==> config.mk <==
export PLATFORM = sky130hd
export DESIGN_NAME = fetch_stage
export DESIGN_NICKNAME = d
export VERILOG_FILES = /design/src/rtl/mips_pkg.sv /design/src/rtl/fetch_skid_buf.sv /design/src/rtl/fetch_stage.sv
export SDC_FILE = /design/constraint.sdc
export NUM_CORES = 1
export LEC_CHECK = 0
export ABC_AREA = 1
export CAP_MARGIN = 20
export CELL_PAD_IN_SITES_DETAIL_PLACEMENT = 1
export CELL_PAD_IN_SITES_GLOBAL_PLACEMENT = 1
export CORE_MARGIN = 4
export CORE_UTILIZATION = 35
export CTS_CLUSTER_DIAMETER = 150
export DETAILED_ROUTE_END_ITERATION = 16
export PLACE_DENSITY_LB_ADDON = 0.1
export REMOVE_ABC_BUFFERS = 1
export SLEW_MARGIN = 40
export SYNTH_ARGS = -nofsm -noshare
export SYNTH_HDL_FRONTEND = slang
export SYNTH_SLANG_ARGS = --single-unit
==> constraint.sdc <==
create_clock -name clk -period 2.3 [get_ports clk]
set_clock_uncertainty 0.1 [all_clocks]
set_input_delay 0.46 -clock clk [delete_from_list [all_inputs] [get_ports clk]]
set_output_delay 0.46 -clock clk [all_outputs]
set_load 0.005 [all_outputs]
==> src/rtl/mips_pkg.sv <==
// Shared definitions for the MIPS front end: reset PC default, NOP encoding
// and the fetch FSM state type.
package mips_pkg;

    localparam logic [31:0] RESET_PC_DEF = 32'h0000_0000;
    localparam logic [31:0] NOP          = 32'h0000_0000;

    // REQ: may issue; WAIT: one request outstanding, response wanted;
    // DROP: one request outstanding, response must be thrown away.
    typedef enum logic [1:0] {
        S_REQ  = 2'd0,
        S_WAIT = 2'd1,
        S_DROP = 2'd2
    } fetch_state_t;

endpackage

==> src/rtl/fetch_skid_buf.sv <==
// One-entry holding buffer for a fetched word that arrived while decode
// could not take it. Clear wins over load.
module fetch_skid_buf
    import mips_pkg::*;
#(
    parameter int ADDR_W = 32
) (
    input  logic              clk,
    input  logic              reset,
    input  logic              load_i,
    input  logic              clear_i,
    input  logic [31:0]       instr_i,
    input  logic [ADDR_W-1:0] pcplus4_i,
    output logic              full_o,
    output logic [31:0]       instr_o,
    output logic [ADDR_W-1:0] pcplus4_o
);

    logic              full_q, full_d;
    logic [31:0]       instr_q, instr_d;
    logic [ADDR_W-1:0] pcplus4_q, pcplus4_d;

    // Next-state of the entry: clear, load or hold.
    always_comb begin
        full_d    = full_q;
        instr_d   = instr_q;
        pcplus4_d = pcplus4_q;
        if (clear_i) begin
            full_d = 1'b0;
        end else if (load_i) begin
            full_d    = 1'b1;
            instr_d   = instr_i;
            pcplus4_d = pcplus4_i;
        end
    end

    // Entry registers with synchronous reset.
    always_ff @(posedge clk) begin
        if (reset) begin
            full_q    <= 1'b0;
            instr_q   <= NOP;
            pcplus4_q <= '0;
        end else begin
            full_q    <= full_d;
            instr_q   <= instr_d;
            pcplus4_q <= pcplus4_d;
        end
    end

    assign full_o    = full_q;
    assign instr_o   = instr_q;
    assign pcplus4_o = pcplus4_q;

endmodule

==> src/rtl/fetch_stage.sv <==
// Instruction fetch stage plus IF/ID register. Owns PCF, keeps at most one
// request outstanding to a variable-latency instruction memory, and feeds
// decode through a one-entry skid buffer when decode is stalled.
//
// imem handshake: imem_req is a one-cycle strobe that the memory always
// accepts in the cycle it is high (no ready); exactly one imem_valid strobe
// answers each accepted request, at least one cycle later.
module fetch_stage
    import mips_pkg::*;
#(
    parameter int                ADDR_W   = 32,
    parameter logic [ADDR_W-1:0] RESET_PC = ADDR_W'(RESET_PC_DEF)
) (
    input  logic              clk,
    input  logic              reset,
    input  logic              StallF,
    input  logic              StallD,
    input  logic              redirectD,
    input  logic [ADDR_W-1:0] PCRedirectD,
    output logic              imem_req,
    output logic [ADDR_W-1:0] imem_addr,
    input  logic              imem_valid,
    input  logic [31:0]       imem_rdata,
    output logic [31:0]       InstrD,
    output logic [ADDR_W-1:0] PCPlus4D,
    output logic              ValidD,
    output fetch_state_t      dbg_state_o
);

    fetch_state_t      state_q, state_d;
    logic [ADDR_W-1:0] pcf_q, pcf_d;
    logic [31:0]       instr_q, instr_d;
    logic [ADDR_W-1:0] pcplus4_q, pcplus4_d;
    logic              valid_q, valid_d;

    logic              req_issue;
    logic              resp_wait;
    logic              capture;
    logic [ADDR_W-1:0] pcf_plus4;
    logic [ADDR_W-1:0] redirect_pc;

    logic              skid_full;
    logic              skid_load;
    logic              skid_clear;
    logic [31:0]       skid_instr;
    logic [ADDR_W-1:0] skid_pcplus4;

    assign pcf_plus4   = pcf_q + ADDR_W'(4);
    assign redirect_pc = PCRedirectD & ~ADDR_W'(3);

    // Fetch FSM next state and request strobe; a redirect blocks issue and
    // turns an outstanding response into one to be discarded.
    always_comb begin
        state_d   = state_q;
        req_issue = 1'b0;
        resp_wait = 1'b0;
        case (state_q)
            S_REQ: begin
                req_issue = !StallF && !skid_full && !redirectD;
                if (req_issue) state_d = S_WAIT;
            end
            S_WAIT: begin
                if (imem_valid) begin
                    resp_wait = 1'b1;
                    state_d   = S_REQ;
                end else if (redirectD) begin
                    state_d = S_DROP;
                end
            end
            S_DROP: begin
                if (imem_valid) state_d = S_REQ;
            end
            default: state_d = S_REQ;
        endcase
    end

    // A response is kept only if no redirect happens in the same cycle.
    assign capture = resp_wait && !redirectD;

    // Words go straight to IF/ID when it loads and nothing older waits in
    // the skid; otherwise they park in the skid.
    assign skid_load  = capture && (StallD || skid_full);
    assign skid_clear = redirectD || (!StallD && skid_full);

    // PC update: redirect target wins, otherwise advance on a kept word.
    always_comb begin
        pcf_d = pcf_q;
        if (redirectD)    pcf_d = redirect_pc;
        else if (capture) pcf_d = pcf_plus4;
    end

    // IF/ID next state in priority order: stall, flush, skid, response, bubble.
    always_comb begin
        valid_d   = valid_q;
        instr_d   = instr_q;
        pcplus4_d = pcplus4_q;
        if (StallD) begin
            valid_d = valid_q;
        end else if (redirectD) begin
            valid_d = 1'b0;
        end else if (skid_full) begin
            valid_d   = 1'b1;
            instr_d   = skid_instr;
            pcplus4_d = skid_pcplus4;
        end else if (capture) begin
            valid_d   = 1'b1;
            instr_d   = imem_rdata;
            pcplus4_d = pcf_plus4;
        end else begin
            valid_d = 1'b0;
        end
    end

    // State, PCF and IF/ID registers with synchronous reset.
    always_ff @(posedge clk) begin
        if (reset) begin
            state_q   <= S_REQ;
            pcf_q     <= RESET_PC;
            valid_q   <= 1'b0;
            instr_q   <= NOP;
            pcplus4_q <= '0;
        end else begin
            state_q   <= state_d;
            pcf_q     <= pcf_d;
            valid_q   <= valid_d;
            instr_q   <= instr_d;
            pcplus4_q <= pcplus4_d;
        end
    end

    fetch_skid_buf #(.ADDR_W(ADDR_W)) u_skid (
        .clk       (clk),
        .reset     (reset),
        .load_i    (skid_load),
        .clear_i   (skid_clear),
        .instr_i   (imem_rdata),
        .pcplus4_i (pcf_plus4),
        .full_o    (skid_full),
        .instr_o   (skid_instr),
        .pcplus4_o (skid_pcplus4)
    );

    assign imem_req    = req_issue;
    assign imem_addr   = pcf_q;
    assign InstrD      = instr_q;
    assign PCPlus4D    = pcplus4_q;
    assign ValidD      = valid_q;
    assign dbg_state_o = state_q;

endmodule
==> results.txt <==
DRT iter0 DRCs -> 295
cell count after synthesis -> 1,066
number of port buffers -> 163
Total GRT Usage -> 20.1%
hold slack final -> 347 ps
PnR worst setup slack -> 242 ps
Top-Level Pins -> 170
Pre-antenna DRT Iters -> 4
core area -> 0.0204 mm²
share of post-route cells with drive strength above 1 -> 7.18%
routed wire length -> 23,500 µm
die height -> 153 µm
post-synthesis sequential area ratio -> 43.2%
area of the multi-input gates -> 0.00348 mm²
kind of start point of the critical path -> register
row count -> 52
Post-Syn Area -> 0.00732 mm²
later-pin clock latency in the skew report -> 420 ps
DR DRC count -> 0
class of the worst hold path -> register to register
endpoint type of the worst setup path -> output pin
crit path kind -> register to output pin
Compound-Gate Fraction of Synth Area -> 20.5%
maximum VDD drop -> 0.000415 V
most common cell after layout, fill and taps aside -> nand2_1
Post-Synth Simple-Gate Area -> 24.5%
CP cell instances -> clkdlybuf4s50_1
final hold vios -> 0
Seq cells post-synth -> 158
Slew Limit Fails -> 0
gr ovfl total -> 0
DR WL/cell -> 15.7 µm
Tot Pwr -> 0.00633 W
gpl congestion -> 0.801
Power Density -> 641 mW/mm²
min Tclk post-route -> 2060 ps
antenna-violating nets left -> 0
Distinct cells, synth -> 33
post-CTS setup buffer count -> 0
Max stage delay on crit path -> 620 ps
fill cell count -> 2,598
Max Fclk -> 486 MHz
dpl hpwl -> 16,500 µm
worst-case clock buffer depth -> 2
Die Span X -> 153 µm
pin count of the biggest net entering global routing -> 63
Vias per Instance -> 4.88
RSZ-0062 raised after global routing -> false
H-tree level count -> 4
fin nets -> 1,283
M3 GR Usage -> 3.98%
Syn-to-layout area delta -> 35.0%
Initial Util -> 35.8%
delay-heaviest family, CP -> buffers and inverters
placed cells -> 1,463
Lkg Pwr -> 4.03 nW
final worst-path cycle share -> 89.5%
actual slew at the worst max-slew pin -> 564 ps
Antenna Cells -> 0
outcome -> finished clean
slowest CP cell -> clkdlybuf4s50_1
dpl ws -> 15.4 ps
first-pass GRT wire length -> 38,700 µm
vias -> 7,294
mux cell area share after synthesis -> 0%
clock slew at reported path FFs -> 70 ps
DIE AREA -> 0.0233 mm²
met1 usage in global routing -> 26.0%
Top Usage Layer GRT -> met2
Worst Path Required -> 1740 ps
met2 Usage GRT -> 34.3%
# setup viols final -> 0
register area -> 0.00316 mm²
vias in the first global route -> 7,303
most frequent cells in the layout -> 256 x nand2_1, 161 x clkdlybuf4s50_1, 157 x dfxtp_1, 143 x nor2_1, 118 x o21ai_0
final std cells w/o fill -> 1,495
max cap viols -> 0
CTS Sinks -> 158
TritonCTS buffer count -> 17
largest fanout on the critical path -> 5
CTS tree -> done
Max-slew headroom -> 62.4%
XOR/XNOR Fraction of Synth Area -> 2.21%
largest family of logic cells by synthesized area -> simple AND/OR/NAND/NOR gates
CP bufs+invs -> 1
initial antenna violation count -> 0
Critical Path AT -> 1500 ps
post-synthesis average cell area -> 6.87 µm²
clk root buf -> clkbuf_16
Synth Area in Adders -> 0.171%
Yosys warning count -> 0
## stage by stage
stage / TNS, ps / area (µm²) / utilization [%]
2_1_floorplan: -75720 / 7010 / -
3_3_place_gp: 0 / 9280 / 45.4
3_5_place_dp: 0 / 9280 / 45.4
4_1_cts: 0 / 9880 / 48.3
5_1_grt: 0 / 9880 / 48.4
6_report: 0 / 9880 / 48.4
## flip-flops by register name, summed over array words and instances (netlist names)
name              count
InstrD               32
u_skid.instr_o       32
PCPlus4D             30
imem_addr            30
u_skid.pcplus4_o     30
dbg_state_o           2
ValidD                1
u_skid.full_o         1
## report_power, final
part | internal (W) | total [W] | switching [W]
Sequential | 0.00279 | 0.00285 | 0.0000589
Clock | 0.00170 | 0.00291 | 0.00121
Combinational | 0.000287 | 0.000568 | 0.000281
## repair_timing
item,4_1_cts,5_1_grt
gates resized for setup,0,2
setup endpoints to repair,0,1
hold buffers,0,0
## cells in the mapped netlist, drive strengths merged
master | count | share of area (%)
a21oi | 97 | 6.6
o21a | 2 | 0.21
buf | 29 | 2.5
clkbuf | 38 | 2.0
nor2 | 155 | 8.8
a31oi | 9 | 0.77
a21o | 2 | 0.21
o21bai | 17 | 1.7
ha | 1 | 0.17
a2111oi | 1 | 0.12
and2 | 2 | 0.17
conb | 1 | 0.051
xor2 | 11 | 1.7
xnor2 | 4 | 0.48
o21ai | 158 | 11
dfxtp | 158 | 43
nand3 | 25 | 1.9
nand2 | 260 | 14
inv | 96 | 5.0
## layer usage
metal,wire length [µm],vias up,part of all wire (%)
li1,-,3684,-
met1,10900,3448,46
met2,11300,141,48
met3,973,21,4.1
met4,334,0,1.4
met5,0,-,0
## cell families after synthesis
logic type                 Yosys count
DFF                                158
buffers and inverters              163
other                                1
AOI/OAI and AO/OA                  286
adders and majority gates            1
xor gates and xnor gates            15
and+or+nand+nor                    442
## worst paths after layout
| check | cells after the start | startpoint | slack (ps) | endpoint |
|---|---|---|---|---|
| worst max-delay path | 1 | imem_addr[15] | 240 | imem_addr[15] |
| worst min-delay path | 2 | u_skid.instr_o[16] | 350 | u_skid.instr_o[16] |
| worst max register to register | 8 | imem_addr[2] | 370 | imem_addr[12] |
| worst min register to register | 2 | u_skid.instr_o[16] | 350 | u_skid.instr_o[16] |
## layout make-up
| class | instances | area share [%] |
|---|---|---|
| Multi-Input combinational cell | 748 | 35.2 |
| Inverter | 96 | 3.68 |
| Clock inverter | 11 | 1.32 |
| Clock buffer | 21 | 4.76 |
| Sequential cell | 158 | 32.0 |
| Timing Repair Buffer | 191 | 19.6 |
| Tap cell | 270 | 3.42 |
Note: power is estimated with default switching activity, not from simulation.
==> RTL change 1: new RTL, same flow settings <==
Make the reset (`reset`) asynchronous in 2 clocked blocks. Comments in the files are not updated.
--- a/src/rtl/fetch_skid_buf.sv
+++ b/src/rtl/fetch_skid_buf.sv
@@ -35,7 +35,7 @@
     end
 
     // Entry registers with synchronous reset.
-    always_ff @(posedge clk) begin
+    always_ff @(posedge clk or posedge reset) begin
         if (reset) begin
             full_q    <= 1'b0;
             instr_q   <= NOP;
--- a/src/rtl/fetch_stage.sv
+++ b/src/rtl/fetch_stage.sv
@@ -112,7 +112,7 @@
     end
 
     // State, PCF and IF/ID registers with synchronous reset.
-    always_ff @(posedge clk) begin
+    always_ff @(posedge clk or posedge reset) begin
         if (reset) begin
             state_q   <= S_REQ;
             pcf_q     <= RESET_PC;
Check against the original RTL: differs if reset is asserted again (counterexample within 4 cycles, from zero or initial values and one cycle with reset high); with reset held inactive, the same outputs for 4 cycles.
==> RTL change 1 against the unedited design <==
- sequential share of layout area is 6.4 points higher
- critical path depth up 2
- fmax is 0.46% higher
- routed wire length down 0.33%
- highest routed layer unchanged
- design area increased by 4.3%
- setup slack gained 0.0093 ns
- sequential cell count did not move
- area after synthesis grew 4.4%
- synthesized cell count is 6.7% lower
Power is not compared: it rests on default switching activity, and its combinational part moved more than twofold at a synthesized area within 25%.
==> RTL change 1: results (changes against the unedited design) <==
| Metric | Value |
|---|---|
| Critical-path cell with the highest stage delay | `sky130_fd_sc_hd__dfrtp_1` |
| Maximum fanout along the worst path | `4 (-1)` |
| GR Util All Layers | `20.0% (-0.11 points)` |
| Number of nets in the finished design | `1,223 (-4.7%)` |
| Total placed cells including tap cells | `1,408 (-3.8%)` |
| Metal-1 WL | `10,900 microns (-0.20%)` |
| Path class of the lowest-slack min-delay path | `in -> async` |
| Dpl cell area | `9720 sq um (+4.7%)` |
| Routed Wire Length | `23,500 microns (-0.33%)` |
| Dominant cells by area after synthesis | `sky130_fd_sc_hd__dfrtp_1, sky130_fd_sc_hd__nand2_1, sky130_fd_sc_hd__nor2_1, sky130_fd_sc_hd__o31ai_1, sky130_fd_sc_hd__inv_1` |
| Iter 0 DRT Violations | `291 (-1.4%)` |
| Routed wire per std cell | `16.3 microns (+3.6%)` |
| Largest stage delay on the critical path | `0.43 ns (-0.19 ns)` |
| Worst reg2reg path endpoint | `PCPlus4D[28]$_DFFE_PP0P_` |
| Vias in the first global route | `7,471 (+2.3%)` |
| Adder and majority gate portion of the synthesized area | `0.164% (-0.0072 points)` |
| Met2 WL post-DR | `11,500 microns (+1.7%)` |
| Number of distinct standard cells referenced by the synthesized netlist | `29 (-12%)` |
| Critical register-to-register path startpoint | `imem_addr[2]$_DFFE_PP0P_` |
| Fraction of final layout cells sized beyond drive strength 1 | `6.96% (-0.22 points)` |
| Status | `finished, final reports clean` |
| Kind of cell with the highest combined delay on the critical path | `flip-flops` |
| Met3 track demand over resource | `3.44% (-0.54 points)` |
| Area fraction in compound gates after synthesis | `9.91% (-11 points)` |
| Setup slack at placement | `-0.0349 ns (-0.0503 ns)` |
| Upper clock frequency limit | `0.488 GHz (+0.46%)` |
| Vias/cell | `4.86 (-0.45%)` |
| Critical path endpoint | `imem_req` |
[RTL change 1: final cells by class]
class / count / area [sq um] / area share, %
clock inverters: 14 / 159 / 1.54
flip-flops and latches: 158 / 3960 / 38.4
inverters: 66 / 253 / 2.45
repair buffers: 186 / 1960 / 19.0
well taps: 275 / 344 / 3.34
multi-input cells: 723 / 3210 / 31.2
clock buffers: 17 / 425 / 4.13
[RTL change 1: worst reg2reg max path, cell delays in order (launching register included)]
cell,delay [ns]
sky130_fd_sc_hd__dfrtp_1,0.44
sky130_fd_sc_hd__ha_1,0.23
sky130_fd_sc_hd__nand2_2,0.10
sky130_fd_sc_hd__nor2_8,0.15
sky130_fd_sc_hd__nand2_4,0.12
sky130_fd_sc_hd__nor2_2,0.19
sky130_fd_sc_hd__nand2_1,0.08
sky130_fd_sc_hd__nand2_1,0.07
sky130_fd_sc_hd__nand3_1,0.08
sky130_fd_sc_hd__nand2_1,0.12
sky130_fd_sc_hd__nand2_1,0.06
==> RTL change 2: new RTL, same settings <==
Made on the original files. `ADDR_W` is set to 32 in 2 places; all go to 48.
--- a/src/rtl/fetch_skid_buf.sv
+++ b/src/rtl/fetch_skid_buf.sv
@@ -3,7 +3,7 @@
 module fetch_skid_buf
     import mips_pkg::*;
 #(
-    parameter int ADDR_W = 32
+    parameter int ADDR_W = 48
 ) (
     input  logic              clk,
     input  logic              reset,
--- a/src/rtl/fetch_stage.sv
+++ b/src/rtl/fetch_stage.sv
@@ -8,7 +8,7 @@
 module fetch_stage
     import mips_pkg::*;
 #(
-    parameter int                ADDR_W   = 32,
+    parameter int                ADDR_W   = 48,
     parameter logic [ADDR_W-1:0] RESET_PC = ADDR_W'(RESET_PC_DEF)
 ) (
     input  logic              clk,
Ports: changed (resized PCPlus4D, PCRedirectD and imem_addr); port bits go from 170 to 218. No check against the original RTL was run, so the function may have changed too.
==> RTL change 2 against the unedited design <==
- routed wire length increased by 50%
- area after synthesis increased by 34%
- setup slack got worse by 0.15 ns
- utilization increased by 0.10 points
- clock power increased by 29%
- design area increased by 36%
- power increased by 31%
- register-to-register slack got worse by 0.27 ns
- count of clock-buffer cells in the layout increased by 18
- hold slack got worse by 0.10 ns
- sequential cell count increased by 48
- critical path type is now reg -> reg
- critical endpoint is now dbg_state_o[0]$_SDFFE_PP0P_
- largest cell class unchanged
==> RTL change 2: results (changes against the unedited design) <==
| Metric | Value |
|---|---|
| Status | `finished, final reports clean` |
| Leakage | `5.31 nW (+32%)` |
| First-pass iteration count of the detailed router | `5 (+1)` |
| Register clock-pin slew on the reported worst setup and hold paths | `0.06 ns` |
| GRT met2 Usage | `38.8% (+4.5 points)` |
| Met3 track demand over resource | `3.14% (-0.83 points)` |
| Routed Wire Length | `35,200 microns (+50%)` |
| Number of buffers inserted during clock tree synthesis | `24 (+7)` |
| Metal-1 WL | `16,200 microns (+48%)` |
| Arrival time worst endpoint | `2.54 ns (+1.04 ns)` |
| Share of total power in the clock network | `45.2% (-0.8 points)` |
| Post-detailed-placement half-perimeter wirelength | `24,800 microns (+50%)` |
| Net switching power | `2.00 mW (+29%)` |
| Fraction of final layout cells sized beyond drive strength 1 | `7.95% (+0.76 points)` |
| Top layer in use | `met4` |
| Die X-Extent | `175 microns (+15%)` |
| H-tree level count | `1 (-3)` |
| Antenna violations before repair | `0 (unchanged)` |
| Vias/cell | `4.99 (+2.3%)` |
| # diodes | `0 (unchanged)` |
| Path class of the lowest-slack min-delay path | `in -> reg` |
| Cell at the root of the clock tree | `sky130_fd_sc_hd__clkbuf_16` |
| Maximum fanout along the worst path | `2 (-3)` |
| Maximum clock insertion buffer count | `3 (+1)` |
| Worst slew margin | `51.7% (-11 points)` |
| Sequential element share of the synthesized area | `42.1% (-1.2 points)` |
| Synth top cells by count | `sky130_fd_sc_hd__nand2_1, sky130_fd_sc_hd__o21ai_0, sky130_fd_sc_hd__dfxtp_1, sky130_fd_sc_hd__a21oi_1, sky130_fd_sc_hd__inv_1` |
| Synthesis Warnings | `0 (unchanged)` |
| Number of port buffers | `211 (+29%)` |
| Dpl cell area | `12,500 sq um (+35%)` |
| Final GP Congestion | `0.847 (+5.7%)` |
| Number of nets in the finished design | `1,733 (+35%)` |
| Insertion delay to the later sink of the worst-skew pair | `0.52 ns (+0.10 ns)` |
| Max rail drop VDD | `0.430 mV (+3.8%)` |
| Met1 routing resource usage after global routing | `29.8% (+3.7 points)` |
| Iter 0 DRT Violations | `523 (+77%)` |
| Global-route wire length before repair | `56,500 microns (+46%)` |
| GR Util All Layers | `22.4% (+2.3 points)` |
| Maximum number of pins on one net before global-route repair | `73 (+16%)` |
| Met2 WL post-DR | `17,000 microns (+51%)` |
| Dominant cells by area after synthesis | `sky130_fd_sc_hd__dfxtp_1, sky130_fd_sc_hd__nand2_1, sky130_fd_sc_hd__o21ai_0, sky130_fd_sc_hd__a21oi_1, sky130_fd_sc_hd__inv_1` |
| DR WL met3 | `1320 microns (+36%)` |
| Share of synthesized registers carrying an async set or reset | `0% (unchanged)` |
| Number of distinct standard cells referenced by the synthesized netlist | `37 (+12%)` |
| Number of enable-type register cells in the synthesized netlist | `0 (unchanged)` |
| Sequential logic power | `3.73 mW (+31%)` |
[RTL change 2: changes by cell type after synthesis, sizes merged, moves of 4 or more]
cell and change:
inv +60, nand2 +48, nor2 +7, dfxtp +48, xor2 +11, clkbuf +19
nand3 +13, o21bai +11, nand4 +13, a21oi +64, o21ai +55, a31oi +4
[RTL change 2: final timing paths]
check	startpoint	to	slack, ns	cells after the start
worst max-delay path	u_skid.full_o$_SDFFE_PP0P_	dbg_state_o[0]$_SDFFE_PP0P_	0.1	14
worst min-delay path	redirectD	imem_addr[13]$_SDFFE_PP0P_	0.24	3
worst max register to register	u_skid.full_o$_SDFFE_PP0P_	dbg_state_o[0]$_SDFFE_PP0P_	0.1	14
worst min register to register	u_skid.instr_o[30]$_SDFFE_PP0P_	u_skid.instr_o[30]$_SDFFE_PP0P_	0.35	2
[RTL change 2: worst max-delay path, cell delays in order (launching register included)]
cell                      delay, ns
sky130_fd_sc_hd__dfxtp_4       0.35
sky130_fd_sc_hd__nor3_4        0.18
sky130_fd_sc_hd__nand3_2       0.08
sky130_fd_sc_hd__buf_4         0.13
sky130_fd_sc_hd__buf_4         0.12
sky130_fd_sc_hd__buf_4         0.12
sky130_fd_sc_hd__buf_4         0.12
sky130_fd_sc_hd__buf_4         0.12
sky130_fd_sc_hd__buf_4         0.12
sky130_fd_sc_hd__buf_4         0.12
sky130_fd_sc_hd__buf_4         0.12
sky130_fd_sc_hd__buf_4         0.12
sky130_fd_sc_hd__buf_4         0.12
sky130_fd_sc_hd__buf_4         0.12
sky130_fd_sc_hd__a21oi_2       0.09
[RTL change 2: layout make-up]
cell class / instances / area, sq um
Fill cell: 3500 / 14300
Multi-Input combinational cell: 984 / 4740
Sequential cell: 206 / 4130
Timing Repair Buffer: 273 / 2740
Clock buffer: 39 / 718
Inverter: 157 / 593
Tap cell: 378 / 473
Clock inverter: 2 / 35.0
[RTL change 2: cells by family after synthesis]
kind of cell,after synthesis,synth area share (%)
AO/OA/AOI/OAI,426,23.0
XOR/XNOR,28,2.65
adder cells (fa/ha/maj),1,0.128
buffers and inverters,246,10.2
flip-flops,206,42.1
other,1,0.0382
AND/OR/NAND/NOR,525,21.9
[RTL change 2: through the flow]
step	setup slack [ns]	std cells	power, mW	utilization [%]
5_1_grt	-0.00497	2039	8.60	48.5
4_1_cts	0.0880	2036	8.37	48.3
3_3_place_gp	-0.0121	1984	4.58	45.2
6_report	0.0974	2039	8.28	48.5
2_1_floorplan	-1.54	1347	4.09	-
3_5_place_dp	-0.0920	1984	4.59	45.2
[RTL change 2: what timing repair did]
item                       4_1_cts  5_1_grt
resized for setup                2        7
gates cloned                     0        0
setup buffers                   11        3
pin swaps                        2        4
hold buffers                     0        0
setup endpoints to repair        1        6
